### src/rtl/core_pkg.sv
// Shared types for the core's load/store path: LSU response status,
// AXI4-Lite initiator state and the AXI response codes.
package core_pkg;

    typedef enum logic [1:0] {
        LSU_OKAY       = 2'd0,
        LSU_BUS_ERR    = 2'd1,
        LSU_MISALIGNED = 2'd2
    } t_lsu_status;

    typedef enum logic [2:0] {
        S_IDLE,
        S_RD_ADDR,
        S_RD_DATA,
        S_WR_REQ,
        S_WR_RESP
    } t_axil_state;

    localparam logic [1:0] AXI_RESP_OKAY   = 2'b00;
    localparam logic [1:0] AXI_RESP_SLVERR = 2'b10;
    localparam logic [1:0] AXI_RESP_DECERR = 2'b11;

    // Any non-OKAY response (EXOKAY included, which AXI4-Lite does not allow) is an error.
    function automatic t_lsu_status resp_to_status(input logic [1:0] resp);
        return (resp == AXI_RESP_OKAY) ? LSU_OKAY : LSU_BUS_ERR;
    endfunction

endpackage

### src/rtl/core_axil_master.sv
// AXI4-Lite initiator for single word loads/stores from the LSU.
// One outstanding transaction; all outputs registered except req_ready.
module core_axil_master
    import core_pkg::*;
#(
    parameter int          ADDR_W = 32,
    parameter logic [2:0]  PROT   = 3'b000
) (
    input  logic              clk,
    input  logic              areset,

    input  logic              req_valid,
    output logic              req_ready,
    input  logic              req_we,
    input  logic [ADDR_W-1:0] req_addr,
    input  logic [31:0]       req_wdata,
    input  logic [3:0]        req_wstrb,

    output logic              rsp_valid,
    output logic [31:0]       rsp_rdata,
    output logic [1:0]        rsp_status,

    output logic [ADDR_W-1:0] axi_awaddr,
    output logic [2:0]        axi_awprot,
    output logic              axi_awvalid,
    input  logic              axi_awready,
    output logic [31:0]       axi_wdata,
    output logic [3:0]        axi_wstrb,
    output logic              axi_wvalid,
    input  logic              axi_wready,
    input  logic [1:0]        axi_bresp,
    input  logic              axi_bvalid,
    output logic              axi_bready,

    output logic [ADDR_W-1:0] axi_araddr,
    output logic [2:0]        axi_arprot,
    output logic              axi_arvalid,
    input  logic              axi_arready,
    input  logic [31:0]       axi_rdata,
    input  logic [1:0]        axi_rresp,
    input  logic              axi_rvalid,
    output logic              axi_rready
);

    t_axil_state       state_q, state_d;
    logic              awvalid_q, awvalid_d;
    logic              wvalid_q, wvalid_d;
    logic              bready_q, bready_d;
    logic              arvalid_q, arvalid_d;
    logic              rready_q, rready_d;
    logic              aw_done_q, aw_done_d;
    logic              w_done_q, w_done_d;
    logic [ADDR_W-1:0] awaddr_q, awaddr_d;
    logic [ADDR_W-1:0] araddr_q, araddr_d;
    logic [31:0]       wdata_q, wdata_d;
    logic [3:0]        wstrb_q, wstrb_d;
    logic              rsp_valid_q, rsp_valid_d;
    logic [31:0]       rsp_rdata_q, rsp_rdata_d;
    t_lsu_status       rsp_status_q, rsp_status_d;

    logic aw_hs;
    logic w_hs;

    assign aw_hs = awvalid_q & axi_awready;
    assign w_hs  = wvalid_q & axi_wready;

    always_comb begin
        // NOTE: every _d gets a default before the case so no path leaves one unassigned and infers a latch.
        state_d      = state_q;
        awvalid_d    = awvalid_q;
        wvalid_d     = wvalid_q;
        bready_d     = bready_q;
        arvalid_d    = arvalid_q;
        rready_d     = rready_q;
        aw_done_d    = aw_done_q;
        w_done_d     = w_done_q;
        awaddr_d     = awaddr_q;
        araddr_d     = araddr_q;
        wdata_d      = wdata_q;
        wstrb_d      = wstrb_q;
        rsp_valid_d  = 1'b0;
        rsp_rdata_d  = rsp_rdata_q;
        rsp_status_d = rsp_status_q;

        unique case (state_q)
            S_IDLE: begin
                if (req_valid) begin
                    if (req_addr[1:0] != 2'b00) begin
                        rsp_valid_d  = 1'b1;
                        rsp_rdata_d  = '0;
                        rsp_status_d = LSU_MISALIGNED;
                    end else if (req_we) begin
                        state_d   = S_WR_REQ;
                        awvalid_d = 1'b1;
                        wvalid_d  = 1'b1;
                        awaddr_d  = req_addr;
                        wdata_d   = req_wdata;
                        wstrb_d   = req_wstrb;
                    end else begin
                        state_d   = S_RD_ADDR;
                        arvalid_d = 1'b1;
                        araddr_d  = req_addr;
                    end
                end
            end

            S_RD_ADDR: begin
                if (arvalid_q && axi_arready) begin
                    arvalid_d = 1'b0;
                    rready_d  = 1'b1;
                    state_d   = S_RD_DATA;
                end
            end

            S_RD_DATA: begin
                if (rready_q && axi_rvalid) begin
                    rready_d     = 1'b0;
                    rsp_valid_d  = 1'b1;
                    rsp_rdata_d  = axi_rdata;
                    rsp_status_d = resp_to_status(axi_rresp);
                    state_d      = S_IDLE;
                end
            end

            S_WR_REQ: begin
                // AW and W retire independently; bready rises on the edge of whichever finishes last.
                if (aw_hs) awvalid_d = 1'b0;
                if (w_hs)  wvalid_d  = 1'b0;
                aw_done_d = aw_done_q | aw_hs;
                w_done_d  = w_done_q | w_hs;
                if (aw_done_d && w_done_d) begin
                    aw_done_d = 1'b0;
                    w_done_d  = 1'b0;
                    bready_d  = 1'b1;
                    state_d   = S_WR_RESP;
                end
            end

            S_WR_RESP: begin
                if (bready_q && axi_bvalid) begin
                    bready_d     = 1'b0;
                    rsp_valid_d  = 1'b1;
                    rsp_rdata_d  = '0;
                    rsp_status_d = resp_to_status(axi_bresp);
                    state_d      = S_IDLE;
                end
            end

            default: state_d = S_IDLE;
        endcase
    end

    // NOTE: state registers use non-blocking assignments so every flop samples pre-edge values.
    always_ff @(posedge clk or posedge areset) begin
        if (areset) begin
            state_q      <= S_IDLE;
            awvalid_q    <= 1'b0;
            wvalid_q     <= 1'b0;
            bready_q     <= 1'b0;
            arvalid_q    <= 1'b0;
            rready_q     <= 1'b0;
            aw_done_q    <= 1'b0;
            w_done_q     <= 1'b0;
            awaddr_q     <= '0;
            araddr_q     <= '0;
            wdata_q      <= '0;
            wstrb_q      <= '0;
            rsp_valid_q  <= 1'b0;
            rsp_rdata_q  <= '0;
            rsp_status_q <= LSU_OKAY;
        end else begin
            state_q      <= state_d;
            awvalid_q    <= awvalid_d;
            wvalid_q     <= wvalid_d;
            bready_q     <= bready_d;
            arvalid_q    <= arvalid_d;
            rready_q     <= rready_d;
            aw_done_q    <= aw_done_d;
            w_done_q     <= w_done_d;
            awaddr_q     <= awaddr_d;
            araddr_q     <= araddr_d;
            wdata_q      <= wdata_d;
            wstrb_q      <= wstrb_d;
            rsp_valid_q  <= rsp_valid_d;
            rsp_rdata_q  <= rsp_rdata_d;
            rsp_status_q <= rsp_status_d;
        end
    end

    assign req_ready   = (state_q == S_IDLE);
    assign rsp_valid   = rsp_valid_q;
    assign rsp_rdata   = rsp_rdata_q;
    assign rsp_status  = rsp_status_q;
    assign axi_awaddr  = awaddr_q;
    assign axi_awprot  = PROT;
    assign axi_awvalid = awvalid_q;
    assign axi_wdata   = wdata_q;
    assign axi_wstrb   = wstrb_q;
    assign axi_wvalid  = wvalid_q;
    assign axi_bready  = bready_q;
    assign axi_araddr  = araddr_q;
    assign axi_arprot  = PROT;
    assign axi_arvalid = arvalid_q;
    assign axi_rready  = rready_q;

endmodule

### config.mk
export PLATFORM = sky130hd
export DESIGN_NAME = core_axil_master
export DESIGN_NICKNAME = d
export VERILOG_FILES = /design/src/rtl/core_pkg.sv /design/src/rtl/core_axil_master.sv
export SDC_FILE = /design/constraint.sdc
export NUM_CORES = 1
export LEC_CHECK = 0
export CAP_MARGIN = 20
export CORE_MARGIN = 10
export CORE_UTILIZATION = 35
export DETAILED_ROUTE_END_ITERATION = 10
export MAX_ROUTING_LAYER = met4
export PLACE_DENSITY = 0.66
export SYNTH_ARGS = -nofsm -noshare
export SYNTH_HDL_FRONTEND = slang
export SYNTH_SLANG_ARGS = --single-unit
export TNS_END_PERCENT = 50
### constraint.sdc
create_clock -name clk -period 5.5 [get_ports clk]
set_clock_uncertainty 0.15 [all_clocks]
set_input_delay 1.1 -clock clk [delete_from_list [all_inputs] [get_ports clk]]
set_output_delay 1.1 -clock clk [all_outputs]
set_load 0.01 [all_outputs]
# ---- Yosys cells after proc, flatten, opt, wreduce, memory -nomap -nowiden
# Index checks and enable logic that the tools add are counted.
dict set report totals {
  register_bits 145
  output_inout_bits 147
}
dict set report classes {
  eq_ne 15
  n_mux 45
  bitwise_logic 6
  n_reduce_logical 22
}
# cell n
set ops {}
lappend ops {{$mux 32} 4}
lappend ops {{$pmux 32 s3} 1}
lappend ops {{$mux 1} 21}
lappend ops {{$reduce_and 5->1} 4}
lappend ops {{$mux 3} 6}
lappend ops {{$ne 2x2->1 const B} 9}
lappend ops {{$pmux 3 s5} 1}
lappend ops {{$mux 2} 5}
lappend ops {{$pmux 1 s2} 5}
lappend ops {{$reduce_bool 2->1} 5}
lappend ops {{$reduce_and 4->1} 2}
lappend ops {{$eq 3x2->1 const B} 2}
lappend ops {{$pmux 2 s3} 1}
lappend ops {{$reduce_and 3->1} 2}
lappend ops {{$reduce_and 6->1} 1}
lappend ops {{$logic_and 1x1->1} 4}
lappend ops {{$logic_not 2->1} 2}
lappend ops {{$ne 2x1->1 const B} 2}
lappend ops {{$eq 3x1->1 const B} 1}
lappend ops {{$eq 3x3->1 const B} 1}
lappend ops {{$logic_not 3->1} 1}
lappend ops {{$pmux 1 s3} 1}
lappend ops {{$reduce_bool 3->1} 1}
lappend ops {{$and 1x1->1} 2}
lappend ops {{2 further kinds} 4}

# ---- Logic depth before layout (Yosys ltp)
# Gate-level depths: netlist (run 1).
dict set report depth {
  depth_word 5
  ltp_mapped 7
  mapped_depth_nobuf 5
}

# ---- Least setup slack after synthesis (run 1)
# No wires, ideal clock.
dict set report synth_path {
  kind {input port to flip-flop}
  start {in req_addr[1]}
  end {reg rsp_rdata_q[10] (netlist: rsp_rdata[10])}
  setup_ns 0.079
  arrival_time_ns 2.118
  required_ns 5.271
  slack_ns 3.152
  path_stages 6
  path_buffers 2
  cell_sequence {o21a_1 o21ai_0 a221oi_1 buf_2 buf_4 mux2i_1}
}
dict set report synth_between {
  elab_chain_len 3
}
# item line_no
set synth_rtl {}
lappend synth_rtl {{start, declared} core_axil_master.sv:15} ;# input logic [ADDR_W-1:0] req_addr,
lappend synth_rtl {{$reduce_bool 2->1} core_axil_master.sv:88} ;# if (req_addr[1:0] != 2'b00) begin
lappend synth_rtl {{$ne 2x1->1 (no source line)} --}
lappend synth_rtl {{$reduce_and 5->1 (no source line)} --}
lappend synth_rtl {{end signal, assigned} core_axil_master.sv:185} ;# rsp_rdata_q <= rsp_rdata_d;
lappend synth_rtl {{end, declared} core_axil_master.sv:58} ;# logic [31:0] rsp_rdata_q, rsp_rdata_d;
# No other way between the ends.
# A chain may end at the register's enable or synchronous reset.

# ---- Worst setup path after layout (run 1)
dict set report layout_path {
  start {reg state_q[0]}
  end {out req_ready}
}
dict set report layout_between {
  elab_chain_len 1
}
# item line_no
set layout_rtl {}
lappend layout_rtl {{start, declared} core_axil_master.sv:45} ;# t_axil_state state_q, state_d;
lappend layout_rtl {{start signal, assigned} core_axil_master.sv:172} ;# state_q <= state_d;
lappend layout_rtl {{$logic_not 3->1} core_axil_master.sv:190} ;# assign req_ready = (state_q == S_IDLE);
lappend layout_rtl {{end, declared} core_axil_master.sv:13} ;# output logic req_ready,
# No other way between the ends.

==> results.md, run 1 <==
* PwrDens at 569 nW/um2
* Critical path data required time at 4.25 ns
* Synth cell types at 36
* Most frequent cells in the layout: 253 x clkdlybuf4s50_1, 145 x dfrtp_1, 96 x mux2_2
* Routing usage on met3 at between 6 and 7%
* Die area at around 22000 um2
* Largest net degree at the start of global routing at ~120
* Met2 Track Usage GR at between 20% and 30%
* CP max stage delay at between 0.5 and 0.6 ns
* Final Setup Violations at 0
* Die width at 149 um
* Drt initial violations at between 100 and 150
* CTS Buf Count at 17
* Filler cells at between 1k and 1.5k
* Detailed Routing Iterations Pass 1 at 4
* H-tree depth at 4
* Status: complete, no violations
* Area of the multi-input gates at slightly below 2000 um2
* Gr busiest metal: met2
* Initial Utilization at around 35%
* Setup TNS at 0 ns
* Clk root buf: clkbuf_16
* Fin crit period at about 3.4 ns
* Post-detail-place hpwl at 12.7 mm
* Synth Area in Adders at 0%
* Core Box Area at between 15000 and 20000 um2
* Post-synth top area share at roughly 62%
* DRC Markers at 0
* Delay-heaviest family, CP: buffers and inverters
* Vias in the first global route at 4656
* Mux cell area share after synthesis at 24.4%
* CP Cell Sequence: or3_4 > inv_2 > clkdlybuf4s50_1
* GR Util met1 at between 10% and 20%
* YS warnings at 0
* Nets@finish at ~800
* Post-Synth Simple-Gate Area at approximately 5.4%
* Layout cells sized above 1 at roughly a fifth
* Drt wl/cell at roughly 18 um
* CTS tree: yes
* Netlist area before placement at between 5000 and 6000 um2
* Number of synthesized register bits at 145
* Largest family of logic cells by synthesized area: multiplexers
* CP max stage cell: clkdlybuf4s50_1
* VDD IR-drop max at around 0.00027 V
* Detail Route Antenna Nets at 0
* Total GRT Usage at about 15%
* Tcrit/Tclk final at between 60% and 70%
* Final non-filler cell total at between 900 and 1k
* Worst setup SP type: register
* Top Ports at 260
* Commonest non-fill, non-tap cell in the layout: clkdlybuf4s50_1
* Clock-pin slew on the worst setup and hold paths at approximately 0.060 ns
* Worst-margin pin slew at between 0.9 and 1 ns
* Syn Inst Count at between 400 and 500
* # Post-CTS Setup Buffers at 0
* Post-synthesis sequential area ratio at roughly 62%
* Crit path buf inv count at 2
* Critical path arrival at approximately 2.1 ns
* Via density at ~4.5
* Gp weighted congestion at around 0.8
* Input/output buffers at 253
* Chip height at about 150 um
* Row count at between 40 and 50
* Compound-gate portion of the synthesized area at under 10%
* CP max FO at 11
* Static Leak at roughly 4.0 nW
* Slew HR at roughly a third
* Resized Gates After CTS at 0
* Ant diodes at 0
* Post-Route WL at 17.0 mm
* Worst skew pair latency at 0.41 ns
* Max Fclk at 0.296 GHz
* Inst Count DP at just under 900
* RSZ-0062 raised after global routing: no
* Initial antenna violation count at 0
* Largest area contributor in the netlist: dfrtp_1
* Largest cells by area after synthesis: dfrtp_1 62%, mux2_2 19%, mux2i_1 5.7%
* Mapped Avg Cell Area at around 14 um2
* Cts hold-fix bufs at 0
* Max-Cap Viols at 0
* Clock sink count at between 100 and 150
* Synth Area in XOR/XNOR at 0%
* Synth-to-Final Area Change at 56.5%
* Max-slew violation count at 0
* Vias at about 4.2k
* Final hold vios at 0
* Min-Delay Path Class: reg2reg
* Setup CP Type: reg2out
* CP Capture Type: primary output
* Gr ovfl total at 0
* First-pass GRT wire length at 26.0 mm
* Maximum clock path buffer count at 2
* Total area of sequential cells at about 3600 um2
==> worst paths after layout <==
check	from	endpoint	slack [ns]	depth (start not counted)
hold reg to reg	axi_araddr[3]$_DFFE_PP0P_	axi_araddr[3]$_DFFE_PP0P_	0.34	1
setup reg to reg	state_q[2]$_DFFE_PP0P_	rsp_rdata[13]$_DFFE_PP0P_	2.81	5
min in group asynchronous	areset	axi_wdata[7]$_DFFE_PP0P_	0.90	2
hold / removal	axi_araddr[3]$_DFFE_PP0P_	axi_araddr[3]$_DFFE_PP0P_	0.34	1
setup / recovery	state_q[0]$_DFFE_PP0P_	req_ready	2.12	3
max in group asynchronous	areset	axi_araddr[16]$_DFFE_PP0P_	3.17	4
==> layer usage <==
layer | vias up | routed length (um)
li1 | 1951 | -
met1 | 2047 | 6950
met2 | 167 | 8300
met3 | 11 | 1570
met4 | 0 | 165
met5 | - | 0
==> stage by stage <==
| step | util (%) | hold WS [ns] | area (um2) | power, mW | setup WS, ns |
|---|---|---|---|---|---|
| floorplan | - | 0.324 | 5850 | 2.81 | 0.355 |
| global route | 55.5 | 0.361 | 9130 | 5.51 | 2.00 |
| detailed placement | 52.0 | 0.326 | 8560 | 4.16 | 1.73 |
| finish | 55.5 | 0.339 | 9130 | 5.19 | 2.12 |
| CTS | 55.3 | 0.342 | 9110 | 5.28 | 2.10 |
| global placement | 52.0 | 0.322 | 8560 | 4.10 | 1.87 |
==> registers in the layout, summed over array words and instances (netlist names), 2 cells and up <==
signal,count
state_q,3
rsp_status,2
axi_araddr,32
rsp_rdata,32
axi_awaddr,32
axi_wdata,32
axi_wstrb,4
==> power breakdown <==
part           switching, mW  leakage [nW]  internal, mW
clock network          0.413         0.268         0.673
logic                  0.917          1.83          1.34
registers              0.286          1.86          1.57
total                   1.62          3.96          3.58
==> kinds of logic (layout without fill, tap and decap cells) <==
| logic type | after synthesis | count (layout) |
|---|---|---|
| buffers and inverters | 64 | 328 |
| flip-flops | 145 | 145 |
| other | 1 | 6 |
| AND/OR/NAND/NOR | 66 | 66 |
| AO/OA/AOI/OAI | 24 | 24 |
| multiplexers | 130 | 130 |
==> cell type report <==
class | count | area share (%)
clock buffers | 24 | 5.05
clock inverters | 6 | 0.918
inverters | 39 | 1.66
multi-input cells | 226 | 21.2
flip-flops and latches | 145 | 39.7
well taps | 220 | 3.01
repair buffers | 259 | 28.4
==> cell usage after synthesis (all sizes together) <==
cell type  count
a22o           1
dfrtp        145
a21oi          7
and2b          1
nor2           7
o21ai          6
nand3b         1
o22ai          1
o31ai          2
a2bb2oi        2
nand4          2
nand3          3
nor3b          2
nor3           1
and2           3
mux2          97
conb           1
clkbuf         5
a21o           1
nor4           1
buf           20
o21a           1
or3            1
a22oi          1
inv           39
and3b          1
nand2         41
a221oi         1
nor2b          2
a31oi          1
mux2i         33
Note: power is estimated with default switching activity, not from simulation.
==> run 2, diff against run 1 <==
==> constraint.sdc (replaced) <==
create_clock -name clk -period 3.3 [get_ports clk]
set_clock_uncertainty 0.15 [all_clocks]
set_input_delay 0.66 -clock clk [delete_from_list [all_inputs] [get_ports clk]]
set_output_delay 0.66 -clock clk [all_outputs]
set_load 0.01 [all_outputs]
==> results.md, run 2 (synthesis gave the netlist of run 1 again) <==
* Status: complete, no violations
* Max-Cap Viols at 0
* Commonest non-fill, non-tap cell in the layout: clkdlybuf4s50_1
* First-pass GRT wire length at around 27 mm
* Largest net degree at the start of global routing at 76
* Inst Count DP at 889
* DRC Markers at 0
* Post-detail-place hpwl at around 13 mm
* Filler cells at approximately 1.4k
* CP Cell Sequence: or3_4 > inv_2 > clkdlybuf4s50_1
* Die area at about 22000 um2
* Tcrit/Tclk final at 85.9%
* Worst setup SP type: register
* Most frequent cells in the layout: 253 x clkdlybuf4s50_1, 145 x dfrtp_1, 96 x mux2_2
* Setup CP Type: reg2out
* Final Setup Violations at 0
* H-tree depth at 4
* Max Fclk at approximately 0.35 GHz
* Resized Gates After CTS at 0
* Final hold vios at 0
* Vias at between 4k and 5k
* Detailed Routing Iterations Pass 1 at 6
* Static Leak at about 4 nW
* VDD IR-drop max at approximately 0.00054 V
* Detail Route Antenna Nets at 0
* Chip height at approximately 150 um
* Total GRT Usage at approximately 16%
* CTS Buf Count at 17
* PwrDens at 958 nW/um2
* Critical path data required time at 2.49 ns
* CP max stage delay at roughly 0.55 ns
* Via density at 4.56
* Max-slew violation count at 0
* Vias in the first global route at about 4.7k
* Initial Utilization at between 30% and 40%
* Nets@finish at ~800
* Core Box Area at 16500 um2
* Post-Route WL at 17.1 mm
* Drt initial violations at between 150 and 200
* CP max FO at 11
* Initial antenna violation count at 0
* CP Capture Type: primary output
* Worst-margin pin slew at 0.670 ns
* Die width at 149 um
* Cts hold-fix bufs at 0
* CTS tree: yes
* Row count at 47
* Fin crit period at around 2.8 ns
* Final non-filler cell total at a little over 900
* Gp weighted congestion at 0.807
* Min-Delay Path Class: reg2reg
* Drt wl/cell at ~19 um
* Clock-pin slew on the worst setup and hold paths at 0.06 ns
* Input/output buffers at approximately 250
* RSZ-0062 raised after global routing: no
* Top Ports at 260
* Setup TNS at 0 ns
* Min Hold Slack at around 0.34 ns
* CP max stage cell: clkdlybuf4s50_1
* Clk root buf: clkbuf_16
* Synth-to-Final Area Change at 58.5%
* Layout cells sized above 1 at between 10% and 20%
* Clock sink count at 145
* Gr ovfl total at 0
* Ant diodes at 0
* Worst skew pair latency at ~0.41 ns
* Slew HR at approximately 55%
* Critical path arrival at roughly 2 ns
* # Post-CTS Setup Buffers at 0
* Maximum clock path buffer count at 2
-- run 2: cell types whose count changed in the layout (fill, tap and decap cells not counted), moves of 2 or more --
| cell | delta |
|---|---|
| bufinv_16 | +2 |
| buf_4 | -4 |
| buf_12 | +5 |
| clkbuf_1 | -5 |
| clkinvlp_4 | +2 |
| clkinv_2 | +2 |
-- run 2: final cells by class --
| cell class | instances | area [um2] | share of cell area [%] |
|---|---|---|---|
| sequential | 145 | 3630 | 39.2 |
| timing repair buffer | 259 | 2640 | 28.5 |
| multi-input combinational | 226 | 1940 | 20.9 |
| clock buffer | 20 | 457 | 4.94 |
| tap | 220 | 275 | 2.98 |
| clock inverter | 11 | 161 | 1.75 |
| inverter | 39 | 150 | 1.62 |
-- run 2: path summary, 6_finish.rpt --
kind / from / slack, ns / cells past startpoint / endpoint
max reg2reg: state_q[0]$_DFFE_PP0P_ / 1.00 / 6 / axi_araddr[23]$_DFFE_PP0P_
min: axi_awaddr[1]$_DFFE_PP0P_ / 0.34 / 1 / axi_awaddr[1]$_DFFE_PP0P_
max in group asynchronous: areset / 1.89 / 3 / axi_araddr[3]$_DFFE_PP0P_
max: state_q[0]$_DFFE_PP0P_ / 0.46 / 3 / req_ready
min reg2reg: axi_awaddr[1]$_DFFE_PP0P_ / 0.34 / 1 / axi_awaddr[1]$_DFFE_PP0P_
min in group asynchronous: areset / 0.42 / 2 / rsp_rdata[22]$_DFFE_PP0P_
-- run 2: report_power, final --
group / total, mW / switching (mW) / internal, mW
Combinational: 3.77 / 1.52 / 2.25
Clock: 2.01 / 0.713 / 1.29
Sequential: 3.08 / 0.469 / 2.61
Total: 8.86 / 2.70 / 6.15
-- run 2: metrics by stage --
step / util (%) / power (mW) / setup slack (ns) / cell area [um2]
floorplan: - / 4.68 / 0.671 / 5860
global placement: 52.4 / 6.84 / 0.533 / 8630
detailed placement: 52.4 / 6.95 / 0.495 / 8630
CTS: 56.2 / 9.02 / 0.436 / 9250
global route: 56.2 / 9.40 / 0.360 / 9250
finish: 56.2 / 8.86 / 0.464 / 9250
-- run 2: worst max-delay path: cells and delay by family, from the launching register on --
kind,cells,cell delay [ns]
flops,1,0.50
buf+inv,2,0.66
simple gates,1,0.46
-- run 2: routing by layer --
metal | up-vias | global-route usage (%) | share of wire, %
met4 | 0 | 5.20 | 1.5
met3 | 22 | 5.61 | 8.0
met5 | - | - | 0
li1 | 1953 | - | -
met1 | 2058 | 17.3 | 39
met2 | 158 | 26.0 | 51
==> run 3, diff against run 2 <==
--- a/config.mk
+++ b/config.mk
@@ -5,7 +5,6 @@
 export SDC_FILE = /design/constraint.sdc
 export NUM_CORES = 1
 export LEC_CHECK = 0
-export CAP_MARGIN = 20
 export CORE_MARGIN = 10
 export CORE_UTILIZATION = 35
 export DETAILED_ROUTE_END_ITERATION = 10
==> results of run 3 <==
No change in the layout: final DEF, timing and power equal those of run 2.
